**src/rtl/tdm_demux41.sv**
```systemverilog
// Receive-side 4-channel TDM demultiplexer: recovers slot order from a frame-sync
// strobe, steers words into shadow registers and publishes all four channels per frame.
//
// state | meaning
// HUNT  | no frame alignment; waiting for a sync strobe to start slot 0
// LOCK  | aligned; slot counter tracks the transmitter, flywheels over missed syncs
module tdm_demux41 #(
    parameter int W          = 1,
    parameter int MISS_LIMIT = 2
) (
    input  logic         clk,
    input  logic         rst_n,
    input  logic         en,
    input  logic [W-1:0] din,
    input  logic         sync,
    output logic [W-1:0] o0,
    output logic [W-1:0] o1,
    output logic [W-1:0] o2,
    output logic [W-1:0] o3,
    output logic         s1,
    output logic         s0,
    output logic         locked,
    output logic         frame_valid,
    output logic         sync_err
);

    typedef enum logic {HUNT = 1'b0, LOCK = 1'b1} state_t;

    localparam logic [3:0] MISS_LIM = 4'(MISS_LIMIT);

    state_t       state_q, state_d;
    logic [1:0]   slot_q, slot_d;
    logic [3:0]   miss_q, miss_d;
    logic [3:0]   miss_inc;
    logic [W-1:0] sh0_q, sh0_d, sh1_q, sh1_d, sh2_q, sh2_d;
    logic [W-1:0] o0_q, o0_d, o1_q, o1_d, o2_q, o2_d, o3_q, o3_d;
    logic         fv_q, fv_d, se_q, se_d;

    always_ff @(posedge clk or negedge rst_n) begin
        if (!rst_n) begin
            state_q <= HUNT;
            slot_q  <= '0;
            miss_q  <= '0;
            sh0_q   <= '0;
            sh1_q   <= '0;
            sh2_q   <= '0;
            o0_q    <= '0;
            o1_q    <= '0;
            o2_q    <= '0;
            o3_q    <= '0;
            fv_q    <= 1'b0;
            se_q    <= 1'b0;
        end else begin
            state_q <= state_d;
            slot_q  <= slot_d;
            miss_q  <= miss_d;
            sh0_q   <= sh0_d;
            sh1_q   <= sh1_d;
            sh2_q   <= sh2_d;
            o0_q    <= o0_d;
            o1_q    <= o1_d;
            o2_q    <= o2_d;
            o3_q    <= o3_d;
            fv_q    <= fv_d;
            se_q    <= se_d;
        end
    end

    assign miss_inc = miss_q + 4'd1;

    always_comb begin
        state_d = state_q;
        slot_d  = slot_q;
        miss_d  = miss_q;
        sh0_d   = sh0_q;
        sh1_d   = sh1_q;
        sh2_d   = sh2_q;
        o0_d    = o0_q;
        o1_d    = o1_q;
        o2_d    = o2_q;
        o3_d    = o3_q;
        fv_d    = 1'b0;
        se_d    = 1'b0;
        if (en) begin
            case (state_q)
                HUNT: begin
                    if (sync) begin
                        sh0_d   = din;
                        slot_d  = 2'd1;
                        miss_d  = '0;
                        state_d = LOCK;
                    end
                end
                LOCK: begin
                    // Any sync realigns; one away from slot 0 also abandons the partial frame.
                    if (sync) begin
                        se_d   = (slot_q != 2'd0);
                        sh0_d  = din;
                        slot_d = 2'd1;
                        miss_d = '0;
                    end else begin
                        case (slot_q)
                            2'd0: begin
                                se_d = 1'b1;
                                if (miss_inc == MISS_LIM) begin
                                    state_d = HUNT;
                                    slot_d  = 2'd0;
                                    miss_d  = '0;
                                end else begin
                                    miss_d = miss_inc;
                                    sh0_d  = din;
                                    slot_d = 2'd1;
                                end
                            end
                            2'd1: begin
                                sh1_d  = din;
                                slot_d = 2'd2;
                            end
                            2'd2: begin
                                sh2_d  = din;
                                slot_d = 2'd3;
                            end
                            default: begin
                                o0_d   = sh0_q;
                                o1_d   = sh1_q;
                                o2_d   = sh2_q;
                                o3_d   = din;
                                fv_d   = 1'b1;
                                slot_d = 2'd0;
                            end
                        endcase
                    end
                end
                default: state_d = HUNT;
            endcase
        end
    end

    assign o0          = o0_q;
    assign o1          = o1_q;
    assign o2          = o2_q;
    assign o3          = o3_q;
    assign s1          = slot_q[1];
    assign s0          = slot_q[0];
    assign locked      = (state_q == LOCK);
    assign frame_valid = fv_q;
    assign sync_err    = se_q;

endmodule

```
**config.mk**
```make
export PLATFORM = sky130hd
export DESIGN_NAME = tdm_demux41
export DESIGN_NICKNAME = d
export VERILOG_FILES = /design/src/rtl/tdm_demux41.sv
export SDC_FILE = /design/constraint.sdc
export NUM_CORES = 1
export LEC_CHECK = 0
export BUFFER_PORTS_ARGS = -buffer_cell sky130_fd_sc_hd__buf_2
export CAP_MARGIN = 15
export CORE_MARGIN = 2
export CORE_UTILIZATION = 53
export DETAILED_ROUTE_END_ITERATION = 8
export PLACE_DENSITY = 0.85
export SYNTH_ARGS = -nofsm -noshare
export SYNTH_HDL_FRONTEND = slang
export SYNTH_SLANG_ARGS = --single-unit
```
**constraint.sdc**
```tcl
create_clock -name clk -period 1.9 [get_ports clk]
set_clock_uncertainty 0.05 [all_clocks]
set_input_delay 0.285 -clock clk [delete_from_list [all_inputs] [get_ports clk]]
set_output_delay 0.285 -clock clk [all_outputs]
set_load 0.01 [all_outputs]
```
### Yosys cells after proc, flatten, opt, wreduce, memory -nomap -nowiden

Index checks and enable logic that the tools add are counted.

| storage, ports and cells | value |
|---|---|
| register bits | 16 |
| latch bits | 0 |
| bits in writable memories | 0 |
| ROM bits | 0 |
| bits of input ports | 5 |
| output and inout bits | 9 |
| logic and storage cells | 59 |
| memories kept | 0 |

| cells by class | value |
|---|---|
| add/sub/neg operators | 1 |
| multipliers | 0 |
| divide/modulo/power cells | 0 |
| $lt $le $gt $ge | 0 |
| eq/ne operators | 6 |
| shift-type cells | 0 |
| multiplexer cells | 28 |
| bitwise operators | 3 |
| reduce and logical (&&, ||, !) cells | 9 |

Operators by type and width:

| operator | number |
|---|---|
| $mux 1 | 17 |
| $mux 4 | 4 |
| $reduce_and 4->1 | 4 |
| $pmux 4 s2 | 1 |
| $pmux 2 s3 | 1 |
| $add 4x1->4 const B | 1 |
| $eq 4x2->1 const B | 1 |
| $mux 2 | 2 |
| $pmux 1 s2 | 2 |
| $pmux 2 s2 | 1 |
| $ne 3x2->1 const B | 1 |
| $ne 3x3->1 const B | 1 |
| $not 1->1 | 3 |
| $reduce_and 3->1 | 1 |
| $reduce_or 3->1 | 1 |
| $eq 2x1->1 const B | 1 |
| $eq 2x2->1 const B | 1 |
| $logic_not 2->1 | 1 |
| $ne 2x2->1 const B | 1 |
| $reduce_and 2->1 | 1 |
| $reduce_bool 2->1 | 1 |

### Logic depth before layout (Yosys ltp)

| depth | value |
|---|---|
| word-level depth | 6 |
| mapped depth | 7 |
| gate-level depth less buffers | 6 |

### Least setup slack after synthesis

OpenSTA, ideal clock, no wires.

| timing path | value |
|---|---|
| path kind | flip-flop to flip-flop |
| from | register slot_q[1] |
| to | register sh0_q |
| library setup time | 0.125 ns |
| arrival time | 1.512 ns |
| setup slack | 0.213 ns |
| stages on the path, launching flop included | 8 |
| buffers on the path | 1 |
| period minus slack after synthesis | 1.687 ns |
| cell sequence | dfrtp_1 inv_1 ha_1 buf_2 inv_1 nor3_1 a21oi_1 mux2_2 |

| on the way | value |
|---|---|
| cells in the longest elaborated chain, start to end | 3 |

Ends and longest elaborated chain:

| element | line | source |
|---|---|---|
| start: declaration | 32 | `logic [1:0] slot_q, slot_d;` |
| start signal: assignment | 55 | `slot_q <= slot_d;` |
| $logic_not 2->1 | 102 | `case (slot_q)` |
| $ne 3x2->1 (no line) | n/a |  |
| $reduce_and 4->1 (no line) | n/a |  |
| end signal: assignment | 44 | `sh0_q <= '0;` |
| end signal: assignment | 57 | `sh0_q <= sh0_d;` |
| end: declaration | 35 | `logic [W-1:0] sh0_q, sh0_d, sh1_q, sh1_d, sh2_q, sh2_d;` |

No other way between the ends.
A chain may end at the register's enable or synchronous reset.

### Worst setup path after layout

| timing path | value |
|---|---|
| from | register miss_q[0] |
| to | register sh0_q |

| on the way | value |
|---|---|
| cells in the longest elaborated chain, start to end | 4 |

Ends and longest elaborated chain:

| element | line | source |
|---|---|---|
| start: declaration | 33 | `logic [3:0] miss_q, miss_d;` |
| start signal: assignment | 56 | `miss_q <= miss_d;` |
| $add 4x1->4 | 69 | `assign miss_inc = miss_q + 4'd1;` |
| $eq 4x2->1 | 105 | `if (miss_inc == MISS_LIM) begin` |
| $ne 3x3->1 (no line) | n/a |  |
| $reduce_and 4->1 (no line) | n/a |  |

No other way between the ends.

==> results.txt <==
- The flow ran to the end, and the final reports show no timing, DRC or antenna violations.
- The Yosys step of the flow raised 0 warnings.
* Static leakage power: 0.472 nW
- Following the worst setup path forward leads to its endpoint at sh0_q.
- Cell type with the highest aggregate area in the netlist: sky130_fd_sc_hd__dfrtp_1
* Post CTS Setup Buffer Count: 0
* Flip-flop count of the largest register after layout: 4
* Standard cell core area: 0.00149 mm²
* Launch point of the worst reg-to-reg path: miss_q[0]
- Delay-heaviest family, CP: flip-flops
- Critical path startpoint: miss_q[0]
- Finished Cell Area: 963 µm²
- Number of DRC violations after detailed-routing iteration 0: 13
* CP peak stage delay: between 0.4 and 0.5 ns
- In the routed layout, each cell is associated on average with a via count of 5.85.
* Floorplan die width: between 40 and 50 µm
- For the worst setup path, the data required time is 2.03 ns.
- Most area-consuming cells after synthesis: sky130_fd_sc_hd__dfrtp_1 (48%), sky130_fd_sc_hd__mux2_2 (9.4%), sky130_fd_sc_hd__ha_1 (9.0%), sky130_fd_sc_hd__nand2_1 (4.5%), sky130_fd_sc_hd__a22o_1 (3.1%)
* Post-CTS Resized: 0
- Mean routed wirelength per cell: 13.8 µm
- In the routed design, unresolved DRC markers number 0.
- Quantity of hold-fixing buffers added after cts: 1
- Setup repair after global routing missed its margin: false
- Summed over its instances, the top area cell type makes up 47.8% of the synthesized netlist area.
- STA classifies the critical path endpoint as a register.
* Sequential element share of the synthesized area: 47.8%
- Worst-skew pair later-pin latency: 0.28 ns
- The share of total power dissipated in sequential elements is 46.4%.
- The placed instances occupy a cell area of 917 µm².
- The worst path uses 90.6% of the clock period.
- First-pass GRT wire length: 2660 µm
* Hold Fails Final Rpt: 0
- The worst path in the final design needs a cycle of 1.72 ns, including I/O delays and setup.
- In this run switching power makes up 33.8% of total power.
- The critical path runs through a total of 5 cells.
- The floorplan step defined a die boundary enclosing 0.00192 mm².
* Clock tree sinks: 16
* Crit path max-delay cell type: sky130_fd_sc_hd__dfrtp_1
- The area growth from synthesis to layout is 14.9%.
* CTS tree: done
- Number of different library cells in the post-synthesis netlist: 26
- Leading cell types in the layout, fill and taps excluded: sky130_fd_sc_hd__dfrtp_1 (16), sky130_fd_sc_hd__buf_2 (13), sky130_fd_sc_hd__nand2_1 (10), sky130_fd_sc_hd__mux2_2 (7)
* Post-DP HPWL: between 1000 and 1500 µm
- Number of synthesized register bits: 16
- CTS built an H-tree with a depth of 1.
* Classification of the worst-slack hold path: in2reg
- Relative contribution of the clock network to total power: 19.8%
- Counting tap cells, the placed design contains a total of about 110 instances.
* Critical Path Start Type: register
- Arrival time of data at the critical path endpoint: 1.85 ns
- From bottom edge to top edge, the die measures roughly 44 µm.
* Initial antenna violation count: 0
- Kind of critical path: reg2reg
* Power Dens Cells: between 1000 and 1500 mW/mm²
- In the final layout, the share of cells above drive strength 1 is 28.1%.
- Mapped Cells: 80
- For this design the top-level I/O count stands at 14.
- Max-capacitance violation count: 0
- Worst setup slack for register-to-register paths: about 0.18 ns
- Per report_power, the combinational group accounts for 33.8% of the total.
- Measured on the finished design, the core utilization comes to around two thirds.
- For the pin with the worst max-slew slack, the measured transition is roughly 0.35 ns.
- For this configuration, the core starts out at a cell density of 56.3%.
- In this run the cell area of the synthesized design comes to 838 µm².
* Cell row count: 14
* Total GRT Usage: 19.1%
* Most common library cell in the layout ignoring fill and taps: sky130_fd_sc_hd__dfrtp_1
- Timing would allow up to between 0.5 and 0.6 GHz.
* Largest Register: miss_q
* Number of buffers added by the clock tree synthesis step: 3
- The via count of the first global-routing pass came to 622.
* Final-layout setup total negative slack: 0 ns
* Int Power: 742 µW
* Port-buffer cells: 13
- The number of buffers and inverters on the critical path is 0.
- The final layout contains between 100 and 150 nets.
- The final layout contains routed wiring with a total length of around 1500 µm.
* Non-filler instance count after layout: ~110
* Count of vias placed by the detailed router: 655
- First-pass detailed-route iteration total: 4
- Post-layout power: 1.12 mW
- At the end of routability-driven placement, the weighted congestion stood at around 0.91.
- The endpoint identified for the worst register-to-register timing path is sh0_q.
- The cell sitting at the root of the clock tree is a sky130_fd_sc_hd__clkbuf_4.
* Post-CTS clock slew at the launch and capture registers of the worst setup and hold paths: 0.09 ns
* Final Slew Violations: 0
- After global routing the overflow that remains totals 0.
- Average cell area after synthesis: 10.5 µm²
- Maximum ir drop on the vdd rail: 0.658 mV
- Summed over all nets, the switching power comes to 379 µW.
* Slew margin rel.: about three quarters
* Final number of setup-violating endpoints: 0
- Cell depth of the worst flop-to-flop path: 5
- When the netlist entered floorplanning its net count stood at 91.
* Total inserted antenna cells: 0
- Top Registers: miss_q (4), slot_q (2)
- In this run the remaining antenna-violating nets after routing total 0.
- CP most frequent cell: sky130_fd_sc_hd__nor3_1
- In this run the worst path has a maximum fanout of 7.
- Ordered cell list for the critical path: ha_1 -> nor3_1 -> nor3_1 -> a21oi_1 -> mux2_2
* Largest net degree at the start of global routing: 17
* Maximum clock insertion buffer count: 2
-- worst min-delay path by stage --
stage	start	end	cells after the start
4_1_cts	din	sh0_q	2
3_5_place_dp	rst_n	miss_q[0]	1
2_1_floorplan	rst_n	frame_valid	0
3_3_place_gp	rst_n	miss_q[0]	1
6_report	din	o3	2
5_1_grt	din	o3	2
-- metrics by stage --
step                      hold slack (ns)  setup WS (ns)
after floorplan                   -0.0606          0.213
after global placement              0.161          0.234
final                               0.227          0.179
after global routing                0.229          0.115
after detailed placement            0.167          0.205
after CTS                           0.223          0.184
-- power by group through the flow --
stage                     logic (mW)  registers, mW  clock network (mW)
final                          0.379          0.520               0.222
after global routing           0.418          0.537               0.242
after CTS                      0.380          0.520               0.230
after detailed placement       0.374          0.527                   0
after global placement         0.361          0.520                   0
after floorplan                0.219          0.548                   0
-- synthesized netlist by cell type --
master                     count
sky130_fd_sc_hd__buf_2         2
sky130_fd_sc_hd__dfrtp_1      16
sky130_fd_sc_hd__nor2_2        1
sky130_fd_sc_hd__a211o_1       1
sky130_fd_sc_hd__a21bo_1       1
sky130_fd_sc_hd__nand3b_1      1
sky130_fd_sc_hd__nor3_1        3
sky130_fd_sc_hd__nand2_1      10
sky130_fd_sc_hd__inv_1         6
sky130_fd_sc_hd__nand3_1       2
sky130_fd_sc_hd__a22o_1        3
sky130_fd_sc_hd__clkbuf_1      1
sky130_fd_sc_hd__nand2b_1      1
sky130_fd_sc_hd__o21ai_0       4
sky130_fd_sc_hd__ha_1          6
sky130_fd_sc_hd__a41o_1        1
sky130_fd_sc_hd__mux2_2        7
sky130_fd_sc_hd__a31oi_1       1
sky130_fd_sc_hd__o31ai_1       2
sky130_fd_sc_hd__a22o_2        1
sky130_fd_sc_hd__nand4_1       2
sky130_fd_sc_hd__a21o_1        1
sky130_fd_sc_hd__xnor2_1       1
sky130_fd_sc_hd__a21oi_1       2
sky130_fd_sc_hd__nor2_1        3
sky130_fd_sc_hd__a32oi_1       1
-- kinds of logic (layout without fill, tap and decap cells) --
group	after synthesis	in the layout	share of synthesized area, %
AND/OR/NAND/NOR	23	23	12.7
AO/OA/AOI/OAI	18	18	15.8
flip-flops	16	16	47.8
buffers and inverters	9	25	4.33
multiplexers	7	7	9.40
adder cells (fa/ha/maj)	6	6	8.95
XOR/XNOR	1	1	1.04
-- layer usage --
metal	up-vias	wire length (µm)	GRT usage, %
li1	314	-	-
met1	327	714	24.5
met2	12	760	30.0
met3	2	57	5.00
met4	0	13	9.09
met5	-	0	0
-- cell type report --
cell class	count	area [µm²]
multi-input cells	55	402
clock buffers	4	36.3
flip-flops and latches	16	400
well taps	16	20.0
fillers	118	526
repair buffers	15	82.6
inverters	6	22.5
Note: power is estimated with default switching activity, not from simulation.
